**config.mk**
```make
export PLATFORM = sky130hd
export DESIGN_NAME = sum_game_round_ctrl
export DESIGN_NICKNAME = d
export VERILOG_FILES = /design/src/rtl/sum_game_round_ctrl.sv
export SDC_FILE = /design/constraint.sdc
export NUM_CORES = 1
export LEC_CHECK = 0
export CAP_MARGIN = 10
export CORE_MARGIN = 8
export CORE_UTILIZATION = 31
export CTS_CLUSTER_DIAMETER = 50
export DETAILED_ROUTE_END_ITERATION = 10
export MAX_ROUTING_LAYER = met4
export SLEW_MARGIN = 5
export SYNTH_ARGS = -nofsm -noshare
export SYNTH_HDL_FRONTEND = slang
export SYNTH_SLANG_ARGS = --single-unit
```
**constraint.sdc**
```tcl
create_clock -name clk -period 1.9 [get_ports clk]
set_clock_uncertainty 0.1 [all_clocks]
set_input_delay 0.19 -clock clk [delete_from_list [all_inputs] [get_ports clk]]
set_output_delay 0.19 -clock clk [all_outputs]
set_load 0.005 [all_outputs]
```
**src/rtl/sum_game_round_ctrl.sv**
```systemverilog
// Round sequencer for the scrambled-number sum game.
// Walks one round: ROM fetch of operand 1, ld1 strobe, wait for the player's
// operand 2, ld2 strobe, sum check against the target, timed LED display.
// Optional build macro: ROUND_TIMEOUT_EN adds a WAIT2 timeout that forces a loss.
// Handshake note: button_pulse is a one-cycle strobe that is acted on only in
// IDLE and WAIT2; everywhere else it is dropped and never queued.
module sum_game_round_ctrl #(
    parameter int ROM_LAT        = 1,
    parameter int RESULT_CYCLES  = 50,
    parameter int CNT_W          = 4,
    parameter int TIMEOUT_CYCLES = 200
) (
    input  logic             clk,
    input  logic             rst,
    input  logic             button_pulse,
    input  logic [3:0]       toggle_switch,
    input  logic [3:0]       switch_num2,
    input  logic [4:0]       target_sum,
    input  logic [3:0]       rom_q,
    output logic [3:0]       rom_addr,
    output logic             ld1,
    output logic             ld2,
    output logic [3:0]       num1,
    output logic [3:0]       num2,
    output logic [4:0]       sum,
    output logic             green_led,
    output logic             red_led,
    output logic [CNT_W-1:0] round_cnt,
    output logic [CNT_W-1:0] score,
    output logic             busy
);

    // One shared down-counter times FETCH, RESULT and (optionally) WAIT2.
    localparam int MAX_A = (ROM_LAT > RESULT_CYCLES) ? ROM_LAT : RESULT_CYCLES;
`ifdef ROUND_TIMEOUT_EN
    localparam int MAX_CNT = (MAX_A > TIMEOUT_CYCLES) ? MAX_A : TIMEOUT_CYCLES;
`else
    localparam int MAX_CNT = MAX_A;
`endif
    localparam int CW = (MAX_CNT > 1) ? $clog2(MAX_CNT) : 1;

    typedef enum logic [2:0] {
        S_IDLE, S_FETCH, S_LOAD1, S_WAIT2, S_LOAD2, S_CHECK, S_RESULT
    } state_t;

    state_t           state_q, state_d;
    logic [CW-1:0]    cnt_q, cnt_d;
    logic [3:0]       rom_addr_q, rom_addr_d;
    logic [3:0]       num1_q, num1_d;
    logic [3:0]       num2_q, num2_d;
    logic [4:0]       sum_q, sum_d;
    logic             green_q, green_d;
    logic             red_q, red_d;
    logic [CNT_W-1:0] round_q, round_d;
    logic [CNT_W-1:0] score_q, score_d;
    logic             win;
`ifdef ROUND_TIMEOUT_EN
    logic             loss_q, loss_d;
`endif

    // State and datapath registers with synchronous active-low reset.
    always_ff @(posedge clk) begin
        if (!rst) begin
            state_q    <= S_IDLE;
            cnt_q      <= '0;
            rom_addr_q <= '0;
            num1_q     <= '0;
            num2_q     <= '0;
            sum_q      <= '0;
            green_q    <= 1'b0;
            red_q      <= 1'b0;
            round_q    <= '0;
            score_q    <= '0;
`ifdef ROUND_TIMEOUT_EN
            loss_q     <= 1'b0;
`endif
        end else begin
            state_q    <= state_d;
            cnt_q      <= cnt_d;
            rom_addr_q <= rom_addr_d;
            num1_q     <= num1_d;
            num2_q     <= num2_d;
            sum_q      <= sum_d;
            green_q    <= green_d;
            red_q      <= red_d;
            round_q    <= round_d;
            score_q    <= score_d;
`ifdef ROUND_TIMEOUT_EN
            loss_q     <= loss_d;
`endif
        end
    end

    // Next-state and register-update logic for the round sequence.
    always_comb begin
        state_d    = state_q;
        cnt_d      = cnt_q;
        rom_addr_d = rom_addr_q;
        num1_d     = num1_q;
        num2_d     = num2_q;
        sum_d      = sum_q;
        green_d    = green_q;
        red_d      = red_q;
        round_d    = round_q;
        score_d    = score_q;
        win        = 1'b0;
`ifdef ROUND_TIMEOUT_EN
        loss_d     = loss_q;
`endif
        case (state_q)
            S_IDLE: begin
                if (button_pulse) begin
                    rom_addr_d = toggle_switch;
                    cnt_d      = CW'(ROM_LAT - 1);
                    state_d    = S_FETCH;
                end
            end
            S_FETCH: begin
                if (cnt_q == '0) begin
                    num1_d  = rom_q;
                    state_d = S_LOAD1;
                end else begin
                    cnt_d = cnt_q - CW'(1);
                end
            end
            S_LOAD1: begin
                state_d = S_WAIT2;
`ifdef ROUND_TIMEOUT_EN
                cnt_d   = CW'(TIMEOUT_CYCLES - 1);
                loss_d  = 1'b0;
`endif
            end
            S_WAIT2: begin
                if (button_pulse) begin
                    num2_d  = switch_num2;
                    state_d = S_LOAD2;
`ifdef ROUND_TIMEOUT_EN
                end else if (cnt_q == '0) begin
                    loss_d  = 1'b1;
                    state_d = S_CHECK;
                end else begin
                    cnt_d = cnt_q - CW'(1);
`endif
                end
            end
            S_LOAD2: begin
                sum_d   = {1'b0, num1_q} + {1'b0, num2_q};
                state_d = S_CHECK;
            end
            S_CHECK: begin
                win = (sum_q == target_sum);
`ifdef ROUND_TIMEOUT_EN
                if (loss_q) win = 1'b0;
`endif
                if (win) begin
                    green_d = 1'b1;
                    if (score_q != '1) score_d = score_q + CNT_W'(1);
                end else begin
                    red_d = 1'b1;
                end
                round_d = round_q + CNT_W'(1);
                cnt_d   = CW'(RESULT_CYCLES - 1);
                state_d = S_RESULT;
            end
            S_RESULT: begin
                if (cnt_q == '0) begin
                    green_d = 1'b0;
                    red_d   = 1'b0;
                    state_d = S_IDLE;
                end else begin
                    cnt_d = cnt_q - CW'(1);
                end
            end
            default: state_d = S_IDLE;
        endcase
    end

    assign rom_addr  = rom_addr_q;
    assign ld1       = (state_q == S_LOAD1);
    assign ld2       = (state_q == S_LOAD2);
    assign num1      = num1_q;
    assign num2      = num2_q;
    assign sum       = sum_q;
    assign green_led = green_q;
    assign red_led   = red_q;
    assign round_cnt = round_q;
    assign score     = score_q;
    assign busy      = (state_q != S_IDLE);

endmodule

```
==> flow_summary.yaml <==
run_status:
  outcome: "finished clean"
grt:
  grt_use_total_pct: 11.3
  antenna_found_initial: 0
  grt-ovfl-total: 0
  grt_pass1_vias: 1701
  grt_pass1_wl_mm: 7.84
  grt_max_degree: 26
timing:
  tns_ns: 0
  fmax_ghz: 0.552
  period_share_pct: 95.3
  relSlewSlack_pct: 69.2
  finalSetupViolations: 0
  rsz0062_at_grt: "no"
  worstMarginPinSlew_ns: 0.459
  slew_viol_final: 0
  post-route-min-period_ns: 1.81
  hold_viol_final: 0
logic_synthesis:
  syn_avg_cell_area_um2: 8.89
  synth_edf_count: 0
  synth_cells: 213
  synth_top_family_by_area: "simple AND/OR/NAND/NOR gates"
  ys_ff_latch: 36
  synth-simple-area-share_pct: 22.0
  synthTopCellsByArea: "dfxtp_1, mux2i_1, ha_1"
  ys_seq_area_share_pct: 38.0
  synth.cell_area_um2: 1890
  synth_compound_area_share_pct: 15.1
  ys_warn_count: 0
  yosysTopAreaCell: "dfxtp_1"
  synth_cell_types: 52
  synth_fp_nets: 242
  synthXorXnorAreaFrac_pct: 4.62
  async_reset_ff_share_pct: 0
  ys.flop_type: "dfxtp_1"
  synth_fa_ha_area_share_pct: 6.34
  synth.area.mux_share_pct: 9.51
  synth_top_area_share_pct: 38.0
die:
  die_h_um: 94.2
  core_area_um2: 5920
  initial_core_util_pct: 32.0
  die_w_um: 94.2
  io_pins: 50
  fp-row-count: 28
  die-area_um2: 8870
power:
  p_leak_nw: 1.11
  peakVddDrop_mv: 0.414
  p_per_area_nw_per_um2: 953
  fin_total_pwr_mw: 2.50
cells_and_area:
  fin_nets: 299
  area_growth_pct: 38.3
  n_antenna_cell: 0
  fillers: 590
  drive_gt1_share_pct: 9.96
  stdcell_area_um2: 2620
drt:
  wl_met3_um: 201
  wirelength_mm: 4.62
  top_layer: "met4"
  vias_per_cell: 4.95
  wl_met2_mm: 2.02
  drt-met1-wl_mm: 2.31
  wire_per_inst_um: 13.3
  dr.pass1.iters: 4
  drc: 0
  ant_nets: 0
  num_vias: 1713
  drtIter0Drc: 112
run:
  cap_violations: 0
critical_path:
  worst-path-max-fanout: 7
  crit_start: "cnt_q[0]"
  r2r_start: "cnt_q[0]"
  r2r_end: "cnt_q[3]"
  ff2ff_setup_slack_ns: 0.09
  arrival_ns: 1.90
  crit_end: "cnt_q[3]"
  cp-start-kind: "register"
  reg2reg_depth: 6
  required_ns: 1.99
  critical_path.endpoint_type: "register"
  path_class: "register to register"
clock_tree:
  post-cts-setup-buffer-count: 0
  clock_latency_ns: 0.29
  cts_sinks: 36
  clkTransAtPathRegs_ns: 0.07
  tritoncts: "done"
  cts_max_level: 2
  post_cts_resized: 3
  clk_path_buf_depth: 2
  cts_buffers: 5
  ctsHoldBuffers: 0
  cts_root_buffer: "clkbuf_8"
placement:
  port_buffers: 49
  gp_congestion: 0.784
  dpl_cell_area_um2: 2510
  dp_hpwl_mm: 3.50
min_path:
  hp-class: "register to register"
routing by layer:
metal	GRT usage (%)	vias to the layer above
li1	-	868
met2	17.0	36
met3	3.04	7
met5	-	-
met4	5.15	0
met1	13.8	802
cell usage after synthesis (2+ instances only):
cell type	instances
a211oi_1	2
inv_1	9
buf_1	2
a21oi_1	11
nand2_1	19
or3_1	5
and2_1	2
nor4_1	2
nor2b_1	2
buf_2	4
mux2i_1	18
nand3_1	6
a31oi_1	2
a21o_1	4
nand2b_1	5
nor2_1	21
xnor2_1	7
dfxtp_1	36
nor3_1	5
xor2_1	3
clkbuf_1	3
o21ai_0	6
a22oi_1	3
ha_1	8
power by group:
| group | switching [mW] | internal [mW] |
|---|---|---|
| clock | 0.291 | 0.295 |
| sequential | 0.0769 | 0.844 |
| combinational | 0.500 | 0.491 |
| total | 0.868 | 1.63 |
worst max-delay path, cell delays in order (launching register included):
cell	delay, ns
dfxtp_1	0.37
inv_1	0.09
ha_1	0.22
nor2b_1	0.19
a22o_1	0.33
o2111a_1	0.27
a21o_1	0.14
through the flow:
step | hold slack, ns | cells | setup WS [ns] | utilization, %
after global placement | 0.347 | 338 | 0.159 | 42.5
after detailed placement | 0.370 | 338 | 0.115 | 42.5
final | 0.368 | 346 | 0.0891 | 44.3
after global routing | 0.394 | 346 | 0.00747 | 44.3
after CTS | 0.380 | 346 | 0.00766 | 44.1
after floorplan | 0.234 | 213 | 0.247 | -
cell families after synthesis:
group | after synthesis
flip-flops | 36
buffers and inverters | 20
AND/OR/NAND/NOR | 79
AO/OA/AOI/OAI | 41
XOR/XNOR | 10
adder cells (fa/ha/maj) | 9
multiplexers | 18
sequential cells by signal, summed over array words and instances, names as in the netlist:
signal,flops
score,4
state_q,3
red_led,1
cnt_q,6
num2,4
rom_addr,4
green_led,1
round_cnt,4
num1,4
sum,5
layout make-up:
cell class              instances  area, µm²  area share, %
clock inverters                 1       7.51          0.287
clock buffers                   7       86.3           3.30
inverters                      10       37.5           1.43
well taps                      75       93.8           3.58
repair buffers                 60        577           22.0
multi-input cells             157       1090           41.8
flip-flops and latches         36        723           27.6
how the worst min path moves through the flow:
| stage | slack (ns) | startpoint | to | cells past startpoint |
|---|---|---|---|---|
| finish | 0.37 | red_led | red_led | 2 |
| global route | 0.39 | red_led | red_led | 2 |
| CTS | 0.38 | red_led | red_led | 2 |
| detailed placement | 0.37 | red_led | red_led | 2 |
| global placement | 0.35 | red_led | red_led | 2 |
| floorplan | 0.23 | rom_q[0] | num1[0] | 2 |
cells in the final DEF, fill, tap and decap left out, types with 3 or more instances in the layout:
master,netlist,layout
nor3_1,5,5
xor2_1,3,3
a21o_1,4,4
clkdlybuf4s50_1,0,46
buf_4,1,11
nand2b_1,5,5
nor2_1,21,21
or3_1,5,5
ha_1,8,8
dfxtp_1,36,34
mux2i_1,18,18
a21oi_1,11,11
nand3_1,6,6
o21ai_0,6,6
nand2_1,19,19
inv_1,9,9
clkbuf_8,0,6
xnor2_1,7,7
No activity file was read; power rests on OpenSTA's default activity.
